### config.mk
export PLATFORM = sky130hd
export DESIGN_NAME = time_surface_scan_controller
export DESIGN_NICKNAME = d
export VERILOG_FILES = /design/src/rtl/ts_scan_pkg.sv /design/src/rtl/ts_scan_fifo.sv /design/src/rtl/time_surface_scan_controller.sv
export SDC_FILE = /design/constraint.sdc
export NUM_CORES = 1
export LEC_CHECK = 0
export CORE_ASPECT_RATIO = 0.5
export CORE_MARGIN = 3
export CORE_UTILIZATION = 25
export DETAILED_ROUTE_END_ITERATION = 10
export PLACE_DENSITY = 0.41
export SETUP_SLACK_MARGIN = 0.4
export SLEW_MARGIN = 5
export SYNTH_ARGS = -nofsm -noshare
export SYNTH_HDL_FRONTEND = slang
export SYNTH_SLANG_ARGS = --single-unit
### constraint.sdc
create_clock -name clk -period 2.8 [get_ports clk]
set_clock_uncertainty 0.05 [all_clocks]
set_input_delay 0.42 -clock clk [delete_from_list [all_inputs] [get_ports clk]]
set_output_delay 0.42 -clock clk [all_outputs]
set_load 0.01 [all_outputs]
### src/rtl/ts_scan_pkg.sv
// Shared types and default sizing for the time-surface grid scan controller.
package ts_scan_pkg;

    localparam int DEF_GRID_SIZE    = 16;
    localparam int DEF_ADDR_BITS    = 8;
    localparam int DEF_TS_BITS      = 16;
    localparam int DEF_VALUE_BITS   = 8;
    localparam int DEF_READ_LATENCY = 2;
    localparam int DEF_FIFO_DEPTH   = 4;

    typedef enum logic [1:0] {
        IDLE,
        SCAN,
        DRAIN,
        DONE
    } scan_state_t;

    typedef struct packed {
        logic [DEF_ADDR_BITS-1:0]  addr;
        logic [DEF_VALUE_BITS-1:0] value;
    } ts_scan_entry_t;

endpackage

### src/rtl/ts_scan_fifo.sv
// Small first-word-fall-through FIFO; the head entry is visible on pop_data whenever !empty.
module ts_scan_fifo #(
    parameter int WIDTH = 16,
    parameter int DEPTH = 4
) (
    input  logic                   clk,
    input  logic                   rst,
    input  logic                   push,
    input  logic [WIDTH-1:0]       push_data,
    input  logic                   pop,
    output logic [WIDTH-1:0]       pop_data,
    output logic [$clog2(DEPTH):0] count,
    output logic                   empty,
    output logic                   full
);

    localparam int PTR_BITS = $clog2(DEPTH);
    localparam int CNT_BITS = PTR_BITS + 1;

    logic [WIDTH-1:0]    mem_q [DEPTH];
    logic [PTR_BITS-1:0] wr_ptr_q;
    logic [PTR_BITS-1:0] rd_ptr_q;
    logic [CNT_BITS-1:0] count_q;
    logic                do_push;
    logic                do_pop;

    assign empty   = (count_q == '0);
    assign full    = (count_q == CNT_BITS'(DEPTH));
    assign do_push = push && !full;
    assign do_pop  = pop && !empty;

    always_ff @(posedge clk) begin
        if (rst) begin
            wr_ptr_q <= '0;
            rd_ptr_q <= '0;
            count_q  <= '0;
        end else begin
            if (do_push) wr_ptr_q <= wr_ptr_q + 1'b1;
            if (do_pop)  rd_ptr_q <= rd_ptr_q + 1'b1;
            if (do_push && !do_pop)      count_q <= count_q + 1'b1;
            else if (!do_push && do_pop) count_q <= count_q - 1'b1;
        end
    end

    // Storage is not reset; the consumer gates the head with empty.
    always_ff @(posedge clk) begin
        if (do_push) mem_q[wr_ptr_q] <= push_data;
    end

    assign pop_data = mem_q[rd_ptr_q];
    assign count    = count_q;

endmodule

### src/rtl/time_surface_scan_controller.sv
// Sweeps the time-surface encoder grid against a frozen t_now and streams {addr, value}
// through a credit-counted skid FIFO. Define TS_SCAN_STATS_EN for sum/max/active-count outputs.
module time_surface_scan_controller
    import ts_scan_pkg::*;
#(
    parameter int GRID_SIZE    = DEF_GRID_SIZE,
    parameter int ADDR_BITS    = DEF_ADDR_BITS,
    parameter int TS_BITS      = DEF_TS_BITS,
    parameter int VALUE_BITS   = DEF_VALUE_BITS,
    parameter int READ_LATENCY = DEF_READ_LATENCY,
    parameter int FIFO_DEPTH   = DEF_FIFO_DEPTH
) (
    input  logic                  clk,
    input  logic                  rst,
    input  logic                  start,
    input  logic [TS_BITS-1:0]    t_global,
    output logic                  busy,
    output logic                  done,
    output logic [TS_BITS-1:0]    ts_t_now,
    output logic                  ts_read_enable,
    output logic [ADDR_BITS-1:0]  ts_read_addr,
    input  logic [VALUE_BITS-1:0] ts_read_value,
    output logic                  feat_valid,
    input  logic                  feat_ready,
    output logic [ADDR_BITS-1:0]  feat_addr,
    output logic [VALUE_BITS-1:0] feat_value,
    output logic                  feat_last
`ifdef TS_SCAN_STATS_EN
    ,
    output logic [VALUE_BITS+ADDR_BITS-1:0] stat_sum,
    output logic [VALUE_BITS-1:0]           stat_max,
    output logic [ADDR_BITS:0]              stat_active
`endif
);

    localparam int N        = GRID_SIZE * GRID_SIZE;
    localparam int CNT_BITS = $clog2(FIFO_DEPTH) + 1;
    localparam int EW       = ADDR_BITS + VALUE_BITS;
    localparam logic [ADDR_BITS-1:0] LAST_ADDR = ADDR_BITS'(N - 1);

    scan_state_t          state_q, state_d;
    logic [ADDR_BITS-1:0] addr_q, addr_d;
    logic [TS_BITS-1:0]   t_now_q, t_now_d;
    logic                 issue;
    logic [31:0]          inflight;
    logic                 credit_ok;

    logic [READ_LATENCY-1:0] tag_vld;
    logic [EW-1:0]           fifo_wdata;
    logic [EW-1:0]           fifo_rdata;
    logic [CNT_BITS-1:0]     fifo_count;
    logic                    fifo_empty;
    logic                    fifo_full;
    logic                    fifo_pop;

    // Tag pipe mirrors the encoder latency so each returning value carries its address.
    for (genvar gi = 0; gi < READ_LATENCY; gi++) begin : g_tag
        logic                 v_q;
        logic [ADDR_BITS-1:0] a_q;
        logic                 v_in;
        logic [ADDR_BITS-1:0] a_in;
        if (gi == 0) begin : g_head
            assign v_in = issue;
            assign a_in = addr_q;
        end else begin : g_body
            assign v_in = g_tag[gi-1].v_q;
            assign a_in = g_tag[gi-1].a_q;
        end
        always_ff @(posedge clk) begin
            if (rst) begin
                v_q <= 1'b0;
                a_q <= '0;
            end else begin
                v_q <= v_in;
                a_q <= a_in;
            end
        end
        assign tag_vld[gi] = v_q;
    end

    always_comb begin
        inflight = '0;
        for (int i = 0; i < READ_LATENCY; i++) inflight = inflight + 32'(tag_vld[i]);
    end

    // Outstanding reads are counted against FIFO space, so a push can never find it full.
    assign credit_ok  = !fifo_full && ((32'(fifo_count) + inflight) < 32'(FIFO_DEPTH));
    assign fifo_wdata = {g_tag[READ_LATENCY-1].a_q, ts_read_value};
    assign fifo_pop   = feat_valid && feat_ready;

    ts_scan_fifo #(
        .WIDTH (EW),
        .DEPTH (FIFO_DEPTH)
    ) u_fifo (
        .clk       (clk),
        .rst       (rst),
        .push      (tag_vld[READ_LATENCY-1]),
        .push_data (fifo_wdata),
        .pop       (fifo_pop),
        .pop_data  (fifo_rdata),
        .count     (fifo_count),
        .empty     (fifo_empty),
        .full      (fifo_full)
    );

    assign feat_valid = !fifo_empty;
    assign feat_addr  = fifo_empty ? '0 : fifo_rdata[VALUE_BITS +: ADDR_BITS];
    assign feat_value = fifo_empty ? '0 : fifo_rdata[VALUE_BITS-1:0];
    assign feat_last  = !fifo_empty && (feat_addr == LAST_ADDR);

    always_ff @(posedge clk) begin
        if (rst) begin
            state_q <= IDLE;
            addr_q  <= '0;
            t_now_q <= '0;
        end else begin
            state_q <= state_d;
            addr_q  <= addr_d;
            t_now_q <= t_now_d;
        end
    end

    always_comb begin
        state_d = state_q;
        addr_d  = addr_q;
        t_now_d = t_now_q;
        issue   = 1'b0;
        case (state_q)
            IDLE: begin
                t_now_d = t_global;
                addr_d  = '0;
                if (start) state_d = SCAN;
            end
            SCAN: begin
                if (credit_ok) begin
                    issue = 1'b1;
                    if (addr_q == LAST_ADDR) state_d = DRAIN;
                    else                     addr_d  = addr_q + 1'b1;
                end
            end
            // The last-cell handshake implies the tag pipe and FIFO have fully drained.
            DRAIN: begin
                if (fifo_pop && feat_last) state_d = DONE;
            end
            DONE:    state_d = IDLE;
            default: state_d = IDLE;
        endcase
    end

    assign busy           = (state_q != IDLE);
    assign done           = (state_q == DONE);
    assign ts_read_enable = (state_q == SCAN) || (state_q == DRAIN);
    assign ts_read_addr   = addr_q;
    assign ts_t_now       = t_now_q;

`ifdef TS_SCAN_STATS_EN
    logic [EW-1:0]         sum_q;
    logic [VALUE_BITS-1:0] max_q;
    logic [ADDR_BITS:0]    active_q;

    always_ff @(posedge clk) begin
        if (rst || (state_q == IDLE && start)) begin
            sum_q    <= '0;
            max_q    <= '0;
            active_q <= '0;
        end else if (fifo_pop) begin
            sum_q <= sum_q + EW'(feat_value);
            if (feat_value > max_q)  max_q    <= feat_value;
            if (feat_value != '0)    active_q <= active_q + 1'b1;
        end
    end

    assign stat_sum    = sum_q;
    assign stat_max    = max_q;
    assign stat_active = active_q;
`endif

endmodule

==> flow_summary.toml, run 1 <==
[finish]
finalNetCount = 454
antenna_cells = 0
finalCoreUtilization_pct = 35.74
drive_above_1_share_pct = 23.71
fill_cells = 1682
register_area_um2 = 2992
multi_input_area_um2 = 1513
syn_to_final_growth_pct = 37.63
layout.cells.non_filler = 660

[pwr]
power_mw = 6.304
leakagePower_nw = 2.359
p_switching_mw = 1.878
vdd_ir_drop_max_mv = 0.4392
pwr-share-clk_pct = 35.9
power.density_nw_per_um2 = 996.7
internal_power_mw = 4.426
p_sw_share_pct = 29.79
comb_power_share_pct = 30.9
power_frac_seq_pct = 33.2

[grt]
grt_pass1_vias = 3039
antenna_found_initial = 0
grt_usage_pct = 10.71
grt_max_degree = 51
gr-total-overflow = 0
grt_pass1_wl_mm = 16.18

[cts]
htreeDepth = 4
root_buffer = "clkbuf_16"
cts_hold_buf = 0
insertion_delay_ns = 0.41
numCtsBuffers = 17
cts_tree = "built"
clock_sinks = 117
clock_path_buffers = 2
clk_pin_slew_worst_paths_ns = 0.06

[die]
boundaryPins = 73
die_y_um = 101.9
row_count = 34
die_w_um = 197.7
dieArea_um2 = 20140
coreArea_um2 = 17700
initial_core_util_pct = 25.97

[sta]
grt_setup_unrepaired = "yes"
fin_crit_ns = 2.375
setup_viol = 0
finalCritPeriodShare_pct = 84.81
fin_tns_setup_ns = 0
finalHoldViolations = 0
worst_slew_pin_slew_ns = 0.8942
max_freq_ghz = 0.4211
finalMaxSlewViolations = 0
slew_headroom_pct = 40.39
hold_slack_ns = 0.4063

[synth]
netlist_area_um2 = 4596
ys_ff_latch = 117
synthCells = 314
yosys.area.top_type = "edfxtp_1"
yosys_warnings = 0
avgSynthCellArea_um2 = 14.64
yosysSeqAreaShare_pct = 64.91
yosysUniqueCellTypes = 42
synth_area_leaders = "edfxtp_1 42%, dfxtp_1 23%, mux4_1 5.7%"
syn-num-nets = 355
synth_top_area_share_pct = 41.82

[setup_path]
worstSetupStartpointType = "register"
required_ns = 2.33
cp-end-kind = "output pin"
cp_max_fo = 7
path_class = "reg2out"
cp.arrival_ns = 1.90

[place]
place.detailed.hpwl_mm = 6.883
place_inst = 617
portBuffers = 72
gp_congestion = 0.6784

[drt]
drc = 0
initialDrtViolationCount = 171
via_per_inst = 4.205
wl_per_cell_um = 15.43
drt-pass1-iter-count = 4
ant_nets = 0
totalWireLength_mm = 10.19
vias = 2775

[worst_hold_path]
hold_class = "reg2reg"

[flow_run]
drv_cap = 0

[run_status]
run_status = "finished clean"
-- critical path: stages, from the launching register on --
cell           delay, ns
dfxtp_2             0.36
buf_12              0.13
buf_4               0.10
mux4_2              0.46
and2_1              0.16
dlygate4sd2_1       0.28
-- area by class of cell --
type | instances | share of cell area, %
Tap cell | 234 | 4.629
Sequential cell | 117 | 47.30
Timing Repair Buffer | 94 | 13.83
Inverter | 9 | 0.5341
Multi-Input combinational cell | 174 | 23.92
Clock buffer | 17 | 6.726
Clock inverter | 15 | 3.066
-- power by group through the flow --
stage	Combinational (mW)	Clock, mW	Sequential [mW]
CTS	1.85	2.33	2.09
global route	2.14	2.41	2.11
global placement	1.82	0	2.11
detailed placement	1.85	0	2.12
finish	1.95	2.26	2.09
floorplan	1.06	0	2.12
-- sequential cells by signal, summed over array words and instances, names as in the netlist, named ones only --
signal / flops
g_tag.v_q: 2
state_q: 2
u_fifo.count: 3
u_fifo.wr_ptr_q: 2
g_tag.a_q: 16
u_fifo.rd_ptr_q: 2
ts_t_now: 16
u_fifo.mem_q: 64
ts_read_addr: 8
-- Yosys cell counts, drive strengths merged --
cell type / n
edfxtp: 64
dfxtp: 53
nor2: 29
and2: 20
mux2i: 20
nor2b: 17
mux4: 16
ha: 12
inv: 9
buf: 8
a21oi: 7
nand3: 7
clkbuf: 6
o21ai: 6
nand2: 5
or3: 5
xor2: 4
a21o: 3
nand2b: 3
a211oi: 2
a21boi: 2
a22oi: 2
and3: 2
nor3: 2
or4: 2
a2bb2oi: 1
a31oi: 1
and4: 1
fa: 1
nand4: 1
o31ai: 1
o41ai: 1
xnor2: 1
-- timing repair --
item,4_1_cts,5_1_grt
endpoints found under the setup margin,19,18
pin swaps,3,6
setup buffers,6,5
gates resized for setup,60,28
-- cells by family after synthesis --
group,after synthesis,share of synthesized area [%]
and+or+nand+nor,94,10.86
xor gates and xnor gates,5,0.9529
DFF,117,64.91
buffers and inverters,23,2.722
muxes,36,13.01
adders and majority gates,13,3.703
AOI/OAI and AO/OA,26,3.839
-- stage by stage --
stage	setup slack, ns	area [um2]
4_1_cts	0.2850	6241
6_report	0.4254	6325
3_3_place_gp	0.3898	5595
3_5_place_dp	0.2903	5595
5_1_grt	0.3495	6325
2_1_floorplan	0.5129	4596
-- path summary, 6_finish.rpt --
| path | slack (ns) | from | end | depth (start not counted) |
|---|---|---|---|---|
| setup reg to reg | 0.53 | u_fifo.count[2]$_SDFFE_PP0P_ | u_fifo.count[2]$_SDFFE_PP0P_ | 8 |
| hold / removal | 0.41 | g_tag[0].a_q[7]$_SDFF_PP0_ | g_tag[1].a_q[7]$_SDFF_PP0_ | 1 |
| setup / recovery | 0.43 | register | feat_value[2] | 5 |
| hold reg to reg | 0.41 | g_tag[0].a_q[7]$_SDFF_PP0_ | g_tag[1].a_q[7]$_SDFF_PP0_ | 1 |
-- metal layers --
layer	routed length [um]	part of all wire (%)	global-route usage [%]	vias to the layer above
li1	-	-	-	1343
met1	4458	44	12.79	1360
met2	5196	51	18.28	57
met3	371	3.6	3.360	15
met4	160	1.6	4.400	0
met5	0	0	0	-
-- layout by cell type (no fill, tap or decap), types with 7 or more instances in the layout --
cell type,instances
inv_1,8
mux4_2,14
buf_4,17
clkbuf_16,17
and2_1,14
dfxtp_1,48
ha_1,10
a21oi_1,7
buf_6,7
nor2b_1,17
edfxtp_1,64
clkdlybuf4s50_1,54
nor2_1,29
mux2i_1,20
(Power assumes the default switching activity.)
==> run 2, diff against run 1 <==
- PLACE_DENSITY: 0.41 -> 0.43
- clock period: 2.8 -> 2.15 ns (I/O delays scaled with it)
==> run 2 against run 1 <==
  * The flow now finishes with violations (negative setup slack)
  * Cell count rose by 4.5%
  * Die area unchanged
  * Setup slack worse by 0.53 ns
  * Via count is 2.8% higher
  * First-iteration DRC count down 18%
  * Power rose by 44%
  * Wire length rose by 5.1%
  * Critical path depth up 1
  * Global-route usage grew 0.49 points
  * Clock power grew 25%
  * Combinational power rose by 83%
  * Critical endpoint is now feat_last
==> flow_summary.toml, run 2 (synthesis gave the netlist of run 1 again) <==
[run_status]
run_status = "finished with violations"
violations = "negative setup slack"

[finish]
final_cell_mix = "64 x edfxtp_1, 46 x dfxtp_1, 42 x clkdlybuf4s50_1, 29 x nor2_1, 28 x buf_6"
antenna_cells = 0
fin_area_um2 = 6807
layout.cells.non_filler = 690
finalNetCount = 484
layout_commonest_cell = "edfxtp_1"
largest_register = "u_fifo.mem_q"
syn_to_final_growth_pct = 48.11
drive_above_1_share_pct = 36.40
fill_cells = 1693
register_area_um2 = 2994
largest_reg_flops = 64
multi_input_area_um2 = 1618

[grt]
grt_pass1_wl_mm = 17.05
antenna_found_initial = 0
grt_max_degree = 29
grt_pass1_vias = 3025
gr-total-overflow = 0
grt_usage_pct = 11.20

[cts]
clk_pin_slew_worst_paths_ns = 0.06
clock_path_buffers = 2
htreeDepth = 4
clock_sinks = 117
root_buffer = "clkbuf_16"
insertion_delay_ns = 0.40
numCtsBuffers = 17
cts_tree = "built"

[pwr]
internal_power_mw = 6.341
p_sw_share_pct = 30.18
power_frac_seq_pct = 29.6
power_mw = 9.082
vdd_ir_drop_max_mv = 0.5678
leakagePower_nw = 2.623
pwr-share-clk_pct = 31.2
power.density_nw_per_um2 = 1334
comb_power_share_pct = 39.2
p_switching_mw = 2.741

[drt]
drc = 0
totalWireLength_mm = 10.71
via_per_inst = 4.135
drt-pass1-iter-count = 6
wl_per_cell_um = 15.52
vias = 2853
ant_nets = 0
initialDrtViolationCount = 141

[sta]
max_freq_ghz = 0.4441
setup_viol = 9
setup_slack_ns = -0.1018
finalMaxSlewViolations = 0
grt_setup_unrepaired = "yes"
finalHoldViolations = 0
fin_crit_ns = 2.252
slew_headroom_pct = 63.06
worst_slew_pin_slew_ns = 0.5541
finalCritPeriodShare_pct = 104.7
hold_slack_ns = 0.3399
fin_tns_setup_ns = -0.4138

[setup_path]
crit_chain = "buf_12 > mux4_2 > nand3_1 > nor3_2 > buf_4 > buf_6"
worstSetupStartpointType = "register"
path_class = "reg2out"
cp_max_fo = 8
cp.depth = 6
path_delay_family = "multiplexers"
cp-end-kind = "output pin"
reg2reg_depth = 8
required_ns = 1.78
critPathBufInv = 3
cp.arrival_ns = 1.88
cp_slowest_cell = "mux4_2"
slowest_delay_ns = 0.53

[die]
die_w_um = 197.7
coreArea_um2 = 17700
boundaryPins = 73
initial_core_util_pct = 25.97
dieArea_um2 = 20140
die_y_um = 101.9
row_count = 34

[worst_hold_path]
hold_depth = 2
hold_class = "in2reg"

[place]
place.detailed.hpwl_mm = 6.703
placed_area_um2 = 5832
place_inst = 639
gp_congestion = 0.6742
portBuffers = 72

[flow_run]
drv_cap = 0
## run 2: cell count changes in the layout (fill, tap and decap cells not counted), sizes merged
cell           delta
dlygate4sd2       +7
clkdlybuf4s15     -5
a22oi             +1
clkinv            -1
inv               -1
dlymetal6s2s      +1
clkdlybuf4s50    -12
bufinv            -1
clkbuf            -1
buf              +39
clkinvlp          +3
## run 2: worst paths after layout
path	from	endpoint	slack, ns
min reg2reg	g_tag[0].a_q[7]$_SDFF_PP0_	g_tag[1].a_q[7]$_SDFF_PP0_	0.39
max	register	feat_last	-0.10
max reg2reg	u_fifo.count[0]$_SDFFE_PP0P_	u_fifo.count[2]$_SDFFE_PP0P_	0.07
min	rst	u_fifo.wr_ptr_q[1]$_SDFFE_PP0P_	0.34
## run 2: through the flow
step | utilization [%] | setup slack (ns)
2_1_floorplan | - | 0.05078
6_report | 38.46 | -0.1018
3_3_place_gp | 32.95 | -0.1211
4_1_cts | 37.70 | -0.1237
3_5_place_dp | 32.95 | -0.1320
5_1_grt | 38.46 | -0.1849
## run 2: layout make-up
type                            instances  area share, %
Inverter                                9         0.5331
Sequential cell                       117          43.99
Clock buffer                           17          6.250
Tap cell                              234          4.301
Clock inverter                         15          2.537
Multi-Input combinational cell        175          23.77
Timing Repair Buffer                  123          18.62
## run 2: what timing repair did
action / 4_1_cts / 5_1_grt
setup endpoints to repair: 41 / 73
setup buffers: 12 / 3
resized for setup: 143 / 31
pin swaps: 29 / 14
gates cloned: 3 / 1
hold buffers: 0 / 0
## run 2: layer usage
layer	part of all wire [%]	up-vias	routed length (um)	GRT usage, %
met5	0	-	0	0
met1	48	1381	5186	14.91
met4	0.77	0	82	3.911
met2	45	64	4845	17.27
li1	-	1401	-	-
met3	5.5	7	592	3.788
## run 2: power groups by stage
stage	Combinational (mW)	Sequential (mW)	Clock [mW]
after CTS	3.50	2.69	2.91
after detailed placement	2.71	2.72	0
after global placement	2.71	2.72	0
after floorplan	1.44	2.77	0
after global routing	3.85	2.72	3.00
final	3.56	2.69	2.83
## run 2: worst register-to-register path, stage by stage, from the launching register on
cell     delay, ns
dfxtp_2       0.34
or3_4         0.46
nand2_4       0.11
ha_4          0.13
inv_2         0.03
fa_2          0.32
xor2_1        0.15
or3_1         0.30
a21oi_1       0.12
